File: config.mk
export PLATFORM = sky130hd
export DESIGN_NAME = sram_lsu_ctrl_flat
export DESIGN_NICKNAME = d
export VERILOG_FILES = /design/src/rtl/lsu_pkg.sv /design/src/rtl/sram_lsu_ctrl_if.sv /design/src/rtl/ld_extend.sv /design/src/rtl/sram_lsu_ctrl.sv /design/src/flat_wrapper.sv
export SDC_FILE = /design/constraint.sdc
export NUM_CORES = 1
export LEC_CHECK = 0
export CAP_MARGIN = 20
export CORE_AREA = 2 2 131 82
export CTS_BUF_LIST = sky130_fd_sc_hd__clkbuf_16
export CTS_CLUSTER_DIAMETER = 50
export DETAILED_ROUTE_END_ITERATION = 10
export DIE_AREA = 0 0 133 84
export PLACE_DENSITY = 0.92
export SETUP_SLACK_MARGIN = 0.02
export SLEW_MARGIN = 20
export SYNTH_ARGS = -nofsm -noshare
export SYNTH_HDL_FRONTEND = slang
export SYNTH_SLANG_ARGS = --single-unit
File: constraint.sdc
create_clock -name i_clk -period 8.5 [get_ports i_clk]
set_input_delay 2.125 -clock i_clk [delete_from_list [all_inputs] [get_ports i_clk]]
set_output_delay 2.125 -clock i_clk [all_outputs]
set_load 0.05 [all_outputs]
File: src/rtl/lsu_pkg.sv
// Shared encodings for the SRAM load/store path: funct3 size codes,
// controller states and the external SRAM data width.
package lsu_pkg;

    localparam int unsigned SRAM_DW = 16;

    localparam logic [2:0] NB_B  = 3'b000;
    localparam logic [2:0] NB_H  = 3'b001;
    localparam logic [2:0] NB_W  = 3'b010;
    localparam logic [2:0] NB_BU = 3'b100;
    localparam logic [2:0] NB_HU = 3'b101;

    typedef enum logic [1:0] {
        ST_IDLE,
        ST_PH0,
        ST_PH1,
        ST_DONE
    } lsu_state_t;

    function automatic logic is_byte(input logic [2:0] nb);
        return (nb == NB_B) || (nb == NB_BU);
    endfunction

    // Unknown size codes are treated as misaligned so they never reach the SRAM.
    function automatic logic is_misaligned(input logic [2:0] nb, input logic [1:0] a);
        case (nb)
            NB_B, NB_BU: return 1'b0;
            NB_H, NB_HU: return a[0];
            NB_W:        return a != 2'b00;
            default:     return 1'b1;
        endcase
    endfunction

endpackage

File: src/rtl/sram_lsu_ctrl_if.sv
// Core-side request bus and SRAM pin bundle of the load/store controller.
interface sram_lsu_ctrl_if #(
    parameter int unsigned ADDR_W = 18
);
    import lsu_pkg::*;

    logic                 i_req;
    logic                 i_wren;
    logic [ADDR_W:0]      i_addr;
    logic [2:0]           i_num_byte;
    logic [31:0]          i_st_data;
    logic [31:0]          o_ld_data;
    logic                 o_stall;
    logic                 o_misalign;
    logic [ADDR_W-1:0]    o_sram_addr;
    logic [SRAM_DW-1:0]   i_sram_dq;
    logic [SRAM_DW-1:0]   o_sram_dq;
    logic                 o_sram_dq_oe;
    logic                 o_sram_ce_n;
    logic                 o_sram_we_n;
    logic                 o_sram_oe_n;
    logic                 o_sram_lb_n;
    logic                 o_sram_ub_n;

    modport master (
        output i_req, i_wren, i_addr, i_num_byte, i_st_data, i_sram_dq,
        input  o_ld_data, o_stall, o_misalign, o_sram_addr, o_sram_dq, o_sram_dq_oe,
               o_sram_ce_n, o_sram_we_n, o_sram_oe_n, o_sram_lb_n, o_sram_ub_n
    );

    modport slave (
        input  i_req, i_wren, i_addr, i_num_byte, i_st_data, i_sram_dq,
        output o_ld_data, o_stall, o_misalign, o_sram_addr, o_sram_dq, o_sram_dq_oe,
               o_sram_ce_n, o_sram_we_n, o_sram_oe_n, o_sram_lb_n, o_sram_ub_n
    );

endinterface

File: src/rtl/ld_extend.sv
// Load data alignment: byte lane select plus sign/zero extension to 32 bits.
module ld_extend
    import lsu_pkg::*;
(
    input  logic [2:0]         num_byte,
    input  logic               lane,
    input  logic [SRAM_DW-1:0] lo,
    input  logic [SRAM_DW-1:0] hi,
    output logic [31:0]        data
);

    logic [7:0] byte_sel;

    always_comb begin
        byte_sel = lane ? lo[15:8] : lo[7:0];
        data     = '0;
        case (num_byte)
            NB_B:    data = {{24{byte_sel[7]}}, byte_sel};
            NB_BU:   data = {24'h0, byte_sel};
            NB_H:    data = {{16{lo[15]}}, lo};
            NB_HU:   data = {16'h0, lo};
            NB_W:    data = {hi, lo};
            default: data = '0;
        endcase
    end

endmodule

File: src/rtl/sram_lsu_ctrl.sv
// Multi-cycle load/store controller: splits a 32-bit core access into one or
// two 16-bit asynchronous SRAM phases with programmable wait states.
module sram_lsu_ctrl
    import lsu_pkg::*;
#(
    parameter int unsigned ADDR_W   = 18,
    parameter int unsigned WAIT_CYC = 1,
    parameter int unsigned DW       = 32
) (
    input  logic           i_clk,
    input  logic           i_reset,
    sram_lsu_ctrl_if.slave bus
);

    localparam int unsigned CNT_W = (WAIT_CYC < 1) ? 1 : $clog2(WAIT_CYC + 1);

    lsu_state_t          state;
    logic [CNT_W-1:0]    cnt;
    logic [ADDR_W-1:0]   addr_q;
    logic                wren_q;
    logic                lane_q;
    logic [2:0]          nb_q;
    logic [DW-1:0]       st_q;
    logic [SRAM_DW-1:0]  lo_q;
    logic [SRAM_DW-1:0]  hi_q;
    logic [SRAM_DW-1:0]  sram_dq;
    logic                dq_oe, ce_n, we_n, oe_n, lb_n, ub_n;
    logic                misaligned;

    assign misaligned = is_misaligned(bus.i_num_byte, bus.i_addr[1:0]);

    assign bus.o_stall      = bus.i_req & (state != ST_DONE);
    assign bus.o_misalign   = bus.i_req & (state == ST_IDLE) & misaligned & ~i_reset;
    assign bus.o_sram_addr  = addr_q;
    assign bus.o_sram_dq    = sram_dq;
    assign bus.o_sram_dq_oe = dq_oe;
    assign bus.o_sram_ce_n  = ce_n;
    assign bus.o_sram_we_n  = we_n;
    assign bus.o_sram_oe_n  = oe_n;
    assign bus.o_sram_lb_n  = lb_n;
    assign bus.o_sram_ub_n  = ub_n;

    always_ff @(posedge i_clk or posedge i_reset) begin
        if (i_reset) begin
            state   <= ST_IDLE;
            cnt     <= '0;
            addr_q  <= '0;
            wren_q  <= 1'b0;
            lane_q  <= 1'b0;
            nb_q    <= '0;
            st_q    <= '0;
            lo_q    <= '0;
            hi_q    <= '0;
            sram_dq <= '0;
            dq_oe   <= 1'b0;
            ce_n    <= 1'b1;
            we_n    <= 1'b1;
            oe_n    <= 1'b1;
            lb_n    <= 1'b1;
            ub_n    <= 1'b1;
        end else begin
            unique case (state)
                ST_IDLE: begin
                    if (bus.i_req) begin
                        nb_q   <= bus.i_num_byte;
                        lane_q <= bus.i_addr[0];
                        wren_q <= bus.i_wren;
                        st_q   <= bus.i_st_data;
                        // Clearing here makes a misaligned request read back as zero.
                        lo_q   <= '0;
                        hi_q   <= '0;
                        if (misaligned) begin
                            state <= ST_DONE;
                        end else begin
                            state   <= ST_PH0;
                            cnt     <= CNT_W'(WAIT_CYC);
                            addr_q  <= bus.i_addr[ADDR_W:1];
                            ce_n    <= 1'b0;
                            oe_n    <= bus.i_wren;
                            we_n    <= ~bus.i_wren;
                            dq_oe   <= bus.i_wren;
                            if (is_byte(bus.i_num_byte)) begin
                                sram_dq <= {2{bus.i_st_data[7:0]}};
                                lb_n    <= bus.i_addr[0];
                                ub_n    <= ~bus.i_addr[0];
                            end else begin
                                sram_dq <= bus.i_st_data[SRAM_DW-1:0];
                                lb_n    <= 1'b0;
                                ub_n    <= 1'b0;
                            end
                        end
                    end
                end
                ST_PH0: begin
                    if (cnt != '0) begin
                        cnt <= cnt - 1'b1;
                    end else begin
                        if (!wren_q) lo_q <= bus.i_sram_dq;
                        if (nb_q == NB_W) begin
                            state   <= ST_PH1;
                            cnt     <= CNT_W'(WAIT_CYC);
                            addr_q  <= addr_q + 1'b1;
                            sram_dq <= st_q[DW-1:SRAM_DW];
                        end else begin
                            state <= ST_DONE;
                            ce_n  <= 1'b1;
                            we_n  <= 1'b1;
                            oe_n  <= 1'b1;
                            lb_n  <= 1'b1;
                            ub_n  <= 1'b1;
                            dq_oe <= 1'b0;
                        end
                    end
                end
                ST_PH1: begin
                    if (cnt != '0) begin
                        cnt <= cnt - 1'b1;
                    end else begin
                        if (!wren_q) hi_q <= bus.i_sram_dq;
                        state <= ST_DONE;
                        ce_n  <= 1'b1;
                        we_n  <= 1'b1;
                        oe_n  <= 1'b1;
                        lb_n  <= 1'b1;
                        ub_n  <= 1'b1;
                        dq_oe <= 1'b0;
                    end
                end
                ST_DONE: state <= ST_IDLE;
                default: state <= ST_IDLE;
            endcase
        end
    end

    ld_extend u_ld_extend (
        .num_byte (nb_q),
        .lane     (lane_q),
        .lo       (lo_q),
        .hi       (hi_q),
        .data     (bus.o_ld_data)
    );

endmodule

File: src/flat_wrapper.sv
// flat-port wrapper written by rule: the top's interface ports become plain ports
module sram_lsu_ctrl_flat import lsu_pkg::*;
#(
    parameter int unsigned ADDR_W   = 18,
    parameter int unsigned WAIT_CYC = 1,
    parameter int unsigned DW       = 32
)
  (i_clk, i_reset, bus_i_req, bus_i_wren, bus_i_addr, bus_i_num_byte, bus_i_st_data, bus_i_sram_dq, bus_o_ld_data, bus_o_stall, bus_o_misalign, bus_o_sram_addr, bus_o_sram_dq, bus_o_sram_dq_oe, bus_o_sram_ce_n, bus_o_sram_we_n, bus_o_sram_oe_n, bus_o_sram_lb_n, bus_o_sram_ub_n);
  sram_lsu_ctrl_if #(.ADDR_W(ADDR_W)) bus_i ();
  input  logic i_clk;
  input  logic i_reset;
  input wire logic [$bits(bus_i.i_req)-1:0] bus_i_req;
  input wire logic [$bits(bus_i.i_wren)-1:0] bus_i_wren;
  input wire logic [$bits(bus_i.i_addr)-1:0] bus_i_addr;
  input wire logic [$bits(bus_i.i_num_byte)-1:0] bus_i_num_byte;
  input wire logic [$bits(bus_i.i_st_data)-1:0] bus_i_st_data;
  input wire logic [$bits(bus_i.i_sram_dq)-1:0] bus_i_sram_dq;
  output wire logic [$bits(bus_i.o_ld_data)-1:0] bus_o_ld_data;
  output wire logic [$bits(bus_i.o_stall)-1:0] bus_o_stall;
  output wire logic [$bits(bus_i.o_misalign)-1:0] bus_o_misalign;
  output wire logic [$bits(bus_i.o_sram_addr)-1:0] bus_o_sram_addr;
  output wire logic [$bits(bus_i.o_sram_dq)-1:0] bus_o_sram_dq;
  output wire logic [$bits(bus_i.o_sram_dq_oe)-1:0] bus_o_sram_dq_oe;
  output wire logic [$bits(bus_i.o_sram_ce_n)-1:0] bus_o_sram_ce_n;
  output wire logic [$bits(bus_i.o_sram_we_n)-1:0] bus_o_sram_we_n;
  output wire logic [$bits(bus_i.o_sram_oe_n)-1:0] bus_o_sram_oe_n;
  output wire logic [$bits(bus_i.o_sram_lb_n)-1:0] bus_o_sram_lb_n;
  output wire logic [$bits(bus_i.o_sram_ub_n)-1:0] bus_o_sram_ub_n;
  assign bus_i.i_req = bus_i_req;
  assign bus_i.i_wren = bus_i_wren;
  assign bus_i.i_addr = bus_i_addr;
  assign bus_i.i_num_byte = bus_i_num_byte;
  assign bus_i.i_st_data = bus_i_st_data;
  assign bus_i.i_sram_dq = bus_i_sram_dq;
  assign bus_o_ld_data = bus_i.o_ld_data;
  assign bus_o_stall = bus_i.o_stall;
  assign bus_o_misalign = bus_i.o_misalign;
  assign bus_o_sram_addr = bus_i.o_sram_addr;
  assign bus_o_sram_dq = bus_i.o_sram_dq;
  assign bus_o_sram_dq_oe = bus_i.o_sram_dq_oe;
  assign bus_o_sram_ce_n = bus_i.o_sram_ce_n;
  assign bus_o_sram_we_n = bus_i.o_sram_we_n;
  assign bus_o_sram_oe_n = bus_i.o_sram_oe_n;
  assign bus_o_sram_lb_n = bus_i.o_sram_lb_n;
  assign bus_o_sram_ub_n = bus_i.o_sram_ub_n;
  sram_lsu_ctrl #(.ADDR_W(ADDR_W), .WAIT_CYC(WAIT_CYC), .DW(DW)) u_core (.i_clk(i_clk), .i_reset(i_reset), .bus(bus_i));
endmodule
# == Word-level counts from Yosys, hierarchy flattened ==
# Index checks and enable logic that the tools add are counted.
# W data, S select, Z words.
# totals
regBits,112
input_bits,74
out_inout_bits,74
word_cells,117
# classes
n_addsub,2
n_eq_ne,20
n_mux,55
n_bitwise,7
n_reduce_logical,17
# ops
operator,n
$pmux W32 S5,1
$mux W16,8
$pmux W16 S2,3
$mux W18,4
$pmux W18 S2,1
$mux W1,24
$pmux W1 S3,8
$add A18 B1 Y18 const B,1
$ne A2 B2 Y1 const B,8
$eq A3 B3 Y1 const B,4
$mux W2,4
$mux W8,1
$pmux W2 S4,1
$reduce_and A4 Y1,2
$eq A3 B1 Y1 const B,2
$eq A3 B2 Y1 const B,2
$logic_not A3 Y1,2
$reduce_and A3 Y1,2
$reduce_and A6 Y1,1
$reduce_bool A2 Y1,3
$reduce_and A5 Y1,1
$and A1 B1 Y1,4
$eq A2 B2 Y1 const B,2
$reduce_or A2 Y1,2
8 further kinds,10

# == Longest topological paths before layout ==
# depth
word_depth,6
mapped_depth,9
ltp_nobuf,6

# == By module ==
# A second synthesis with hierarchy kept.
# unflattened
hier_cells,511
hier_area_um2,4888.4
# modules_own_cells
module,n_inst,cells_each,area_per_inst_um2,seq_area_each_um2
sram_lsu_ctrl,1,448,4443.0,2408.6
ld_extend,1,63,445.4,0.0

# == Least setup slack after synthesis ==
# OpenSTA, ideal clock, no wires.
# synth_timing
kind,input port to output port
startpoint,input bus_i_req
endpoint,output bus_o_misalign
t_arrival_ns,4.028
t_required_ns,6.375
path_slack_ns,2.347
cell_stages,3
path_buffers,1
path_cell_list,nand2_1 > buf_1 > nor4_1
# synth_between
elab_chain_len,3
# synth_lines
item,line,source
"start, declared",flat_wrapper.sv:12,input wire logic [$bits(bus_i.i_req)-1:0] bus_i_req;
$and A1 B1 Y1 (3 in series),sram_lsu_ctrl.sv:33,assign bus.o_misalign = bus.i_req & (state == ST_IDLE) & misaligned & ~i_reset;
"end, declared",flat_wrapper.sv:20,output wire logic [$bits(bus_i.o_misalign)-1:0] bus_o_misalign;
# Every way passes these cells.

# == Worst setup path in the final report ==
# Ends and elaborated chain as after synthesis.

==> impl_summary.md <==
Status
The run finished with clean final reports.

Logic synthesis
The number of storage elements in the synthesis netlist is 96. Of the post-synthesis cell area, the part taken by muxes is 11.4%. After synthesis the cells add up to 5100 sq um. The synthesized area per cell is 9.62 sq um.

Sorting the synthesized cells by area gives the leading types as sky130_fd_sc_hd__dfrtp_1, sky130_fd_sc_hd__nand2_1, sky130_fd_sc_hd__mux2_2. The xor and xnor area share after synthesis is 0%. When the netlist entered floorplanning its net count stood at 609.

The share of the synthesized area in the top cell type is 44.7%. Synthesis instantiated 58 different standard cells from the library. The proportion of synthesized flip-flops having asynchronous set or reset is 100%. The cell taking the most area after synthesis is sky130_fd_sc_hd__dfrtp_1. The number of enable-type register cells in the synthesized netlist is 0. Summing the areas of all compound-gate instances in the mapped netlist gives 20.2% of the synthesized area. The main combinational cell family by area after synthesis is compound AO/OA/AOI/OAI gates. Of the synthesized area, sequential elements account for 47.3%. The most common flop cell mapped by yosys is sky130_fd_sc_hd__dfrtp_1. Of the total synthesized cell area, the portion taken by AND, OR, NAND and NOR gates is 15.1%. The fraction of the mapped netlist area in adder cells is 1.23%.

The number of standard cells after synthesis is 530. Yosys printed 0 warnings.

STA
The clock period minus final worst setup slack is 6720 ps. Summed over all failing endpoints, the final setup total negative slack is 0 ps. The worst slew margin relative to its limit is 38.2%. The post-route worst setup slack is 1780 ps.

The count of pins over their slew limit came to 0. For this run, the top clock speed supported by timing is 0.149 GHz. The worst path uses 79.0% of the clock period. At the pin with the least slew margin, the transition time is 924 ps.

Setup violations remaining at the end of the flow were counted as 0. Setup repair after global routing left no endpoint under its margin. The number of hold violations in the final report was 0. The clock arrives with 7.88 ps of skew.

Clock tree
The buffer type at the clock tree root is sky130_fd_sc_hd__clkbuf_16. TritonCTS built the clock tree. The buffer depth of the longest clock path is 2.

The number of clock sinks seen by CTS is 96. In this run, post-CTS hold repair placed 0 buffers. The later pin in the worst-skew pair is clocked with a latency of 340 ps. The count of buffers added by post-CTS timing repair for setup is 0.

In this run, post-CTS repair resized a total of 0 instances. Clock-pin slew was measured on the worst setup and hold paths at 70 ps. The H-tree was split into 3 levels.

The number of clock buffers added by TritonCTS is 9.

Placed design
The wire-length estimate of the detail-placed layout is 10600 um. The worst setup slack before clock tree synthesis is 1820 ps. The number of buffers inserted by port buffering is 147. The final RePlAce weighted congestion is 0.939.

The post-placement cell area is 6590 sq um.

Cells and area
In the final layout, the share of cells above drive strength 1 is 9.88%. Summing all multi-input logic gate instances after layout gives 2460 sq um. The area growth from synthesis to layout is 35.5%. The repair_antennas step left the layout with diodes totalling 0. In the final layout, flip-flops and latches occupy 2410 sq um.

The total non-filler cell area in the finished layout is 6910 sq um. The number of nets in the finished design is 732. The total of fill cells in the finished design is 716.

Worst setup path
The worst register-to-register path begins at u_core.state[1]. The most critical setup path has its startpoint at bus_i_req. The worst setup path is launched from an input pin. The worst setup path is captured at a primary output. The critical setup path kind is in -> out. The arrival time reported for the critical path endpoint is 4590 ps. The largest fanout on the critical path is 22. Data on the critical path is required at its endpoint by 6380 ps.

GRT
In the global route stage, overall resource usage came out at 27.2%. The number of global-route vias before repair came to 4589. The pin count of the biggest net entering global routing is 81.

Summed over all layers, the global routing overflow is 0. The global-route wire length before repair is 23700 um. The number of antenna violations at the first check in global routing was 0.

Power and ir drop
The analysis attributes to cell leakage a power of 2.81 nW. The largest vdd supply drop is 0.318 mV. The overall power is 0.00315 W. Power spread over the standard cell area amounts to 456 nW/um^2.

Die
The number of top-level design ports is 148. The floorplan row count is 29. The initial utilization of the core area, before any placement, comes to 50.3%. After floorplanning, the core was sized to cover 10100 sq um. From bottom edge to top edge, the die measures 84 um. The full die area is 11200 sq um. The die width is 133 um.

Routing
After the first detailed-routing iteration, the DRC count stood at 533. In the routed layout, each cell is associated on average with a via count of 6.05. Summed over all layers, the routed wires come to 15000 um.

The routed length per placed instance is 18.9 um. Once detail routing completed, the nets flagged for antenna violations numbered 0. The iteration count of the initial detailed-routing pass is 5.

Summing over every cut layer, the via total after detailed routing is 4823. After detailed routing, the number of remaining DRC violations is 0.

Hold path
The worst hold-check path type is reg -> reg. In this run the most critical hold path is launched from u_core.bus.o_sram_oe_n.

Flow run
Max-cap violations in this run came to 0.
[critical path, cell delays in order]
cell and delay [ps]:
sky130_fd_sc_hd__clkdlybuf4s50_1 490, sky130_fd_sc_hd__nand2_1 540, sky130_fd_sc_hd__nor4_1 560, sky130_fd_sc_hd__clkdlybuf4s50_1 880
[cells in the final DEF, fill, tap and decap left out, types with 5 or more instances in the layout]
master	instances
sky130_fd_sc_hd__nand3_1	6
sky130_fd_sc_hd__nor3_1	9
sky130_fd_sc_hd__clkbuf_16	9
sky130_fd_sc_hd__o22a_1	5
sky130_fd_sc_hd__mux2_2	30
sky130_fd_sc_hd__a2bb2oi_1	9
sky130_fd_sc_hd__nor2_1	19
sky130_fd_sc_hd__a22o_1	16
sky130_fd_sc_hd__a211oi_1	6
sky130_fd_sc_hd__o22ai_1	5
sky130_fd_sc_hd__dfrtp_1	91
sky130_fd_sc_hd__o21ai_1	10
sky130_fd_sc_hd__o21ai_0	41
sky130_fd_sc_hd__inv_1	8
sky130_fd_sc_hd__a21oi_1	38
sky130_fd_sc_hd__buf_4	6
sky130_fd_sc_hd__nand4_1	5
sky130_fd_sc_hd__mux2i_1	22
sky130_fd_sc_hd__a31oi_1	5
sky130_fd_sc_hd__nand2_1	92
sky130_fd_sc_hd__dfstp_2	5
sky130_fd_sc_hd__clkdlybuf4s50_1	147
[layer usage]
| metal | global-route usage (%) | up-vias | wire [um] |
|---|---|---|---|
| met4 | 8.60 | 0 | 284 |
| met1 | 37.4 | 2344 | 6470 |
| met5 | 0 | - | 0 |
| li1 | - | 2173 | - |
| met2 | 42.0 | 261 | 6980 |
| met3 | 7.47 | 45 | 1310 |
[where the power goes]
group          total, W  internal [W]  switching [W]
clock          0.000422      0.000235       0.000187
sequential     0.000892      0.000678       0.000214
combinational   0.00183      0.000662        0.00117
[flip-flops by register name (all words and copies together) (netlist names)]
signal	cells
u_core.bus.o_sram_ce_n	1
u_core.lane_q	1
u_core.hi_q	16
u_core.bus.o_sram_dq_oe	1
u_core.bus.o_sram_dq	16
u_core.state	2
u_core.nb_q	3
u_core.bus.o_sram_lb_n	1
u_core.wren_q	1
u_core.cnt	1
u_core.st_q	16
u_core.lo_q	16
u_core.bus.o_sram_ub_n	1
u_core.bus.o_sram_oe_n	1
u_core.bus.o_sram_addr	18
u_core.bus.o_sram_we_n	1
[per-stage QoR]
step | hold WS (ps) | instances | util (%)
floorplan | 450 | 530 | -
global placement | 458 | 781 | 65.0
detailed placement | 466 | 781 | 65.0
CTS | 483 | 797 | 68.1
global route | 506 | 797 | 68.2
finish | 482 | 797 | 68.2
[synthesized netlist by cell type, types with 3 or more instances]
master and n:
sky130_fd_sc_hd__dfrtp_1 91, sky130_fd_sc_hd__nor3_1 9, sky130_fd_sc_hd__a211oi_1 6, sky130_fd_sc_hd__a2bb2oi_1 9
sky130_fd_sc_hd__nand4_1 5, sky130_fd_sc_hd__nand2_1 92, sky130_fd_sc_hd__buf_2 7, sky130_fd_sc_hd__inv_1 9
sky130_fd_sc_hd__and4_1 3, sky130_fd_sc_hd__o22ai_1 5, sky130_fd_sc_hd__nand2b_1 4, sky130_fd_sc_hd__a22o_1 16
sky130_fd_sc_hd__o31ai_1 3, sky130_fd_sc_hd__o22a_1 5, sky130_fd_sc_hd__a31oi_1 5, sky130_fd_sc_hd__a41oi_1 3
sky130_fd_sc_hd__buf_1 5, sky130_fd_sc_hd__nand3_1 6, sky130_fd_sc_hd__o21ai_0 41, sky130_fd_sc_hd__a21oi_1 38
sky130_fd_sc_hd__ha_1 5, sky130_fd_sc_hd__buf_6 6, sky130_fd_sc_hd__nor2b_1 5, sky130_fd_sc_hd__and3_1 4
sky130_fd_sc_hd__nor4_1 3, sky130_fd_sc_hd__mux2i_1 22, sky130_fd_sc_hd__nor2_1 19, sky130_fd_sc_hd__o211ai_1 3
sky130_fd_sc_hd__clkbuf_1 23, sky130_fd_sc_hd__o21ai_1 10, sky130_fd_sc_hd__mux2_2 30, sky130_fd_sc_hd__dfstp_2 5
sky130_fd_sc_hd__or4_1 3
[layout make-up]
cell class	instances	area share (%)
multi-input cells	383	35.6
flip-flops and latches	96	34.9
clock inverters	7	1.25
clock buffers	9	3.26
inverters	10	0.562
repair buffers	153	22.0
well taps	139	2.52
[logic make-up after synthesis]
family          Yosys count
fa+ha+maj                 5
mux                      54
simple gates            164
flops                    96
compound gates          160
buf+inv                  51
[path summary, 6_finish.rpt]
path                                              end  slack, ps  cells after the start
setup / recovery                       bus_o_misalign       1780                      4
hold / removal                 u_core.bus.o_sram_oe_n        480                      2
setup reg to reg           u_core.bus.o_sram_addr[14]       5380                      8
hold reg to reg                u_core.bus.o_sram_oe_n        480                      2
max in group asynchronous              u_core.nb_q[0]       5090                      3
min in group asynchronous              u_core.hi_q[2]       2260                      2
No activity file was read; power rests on OpenSTA's default activity.
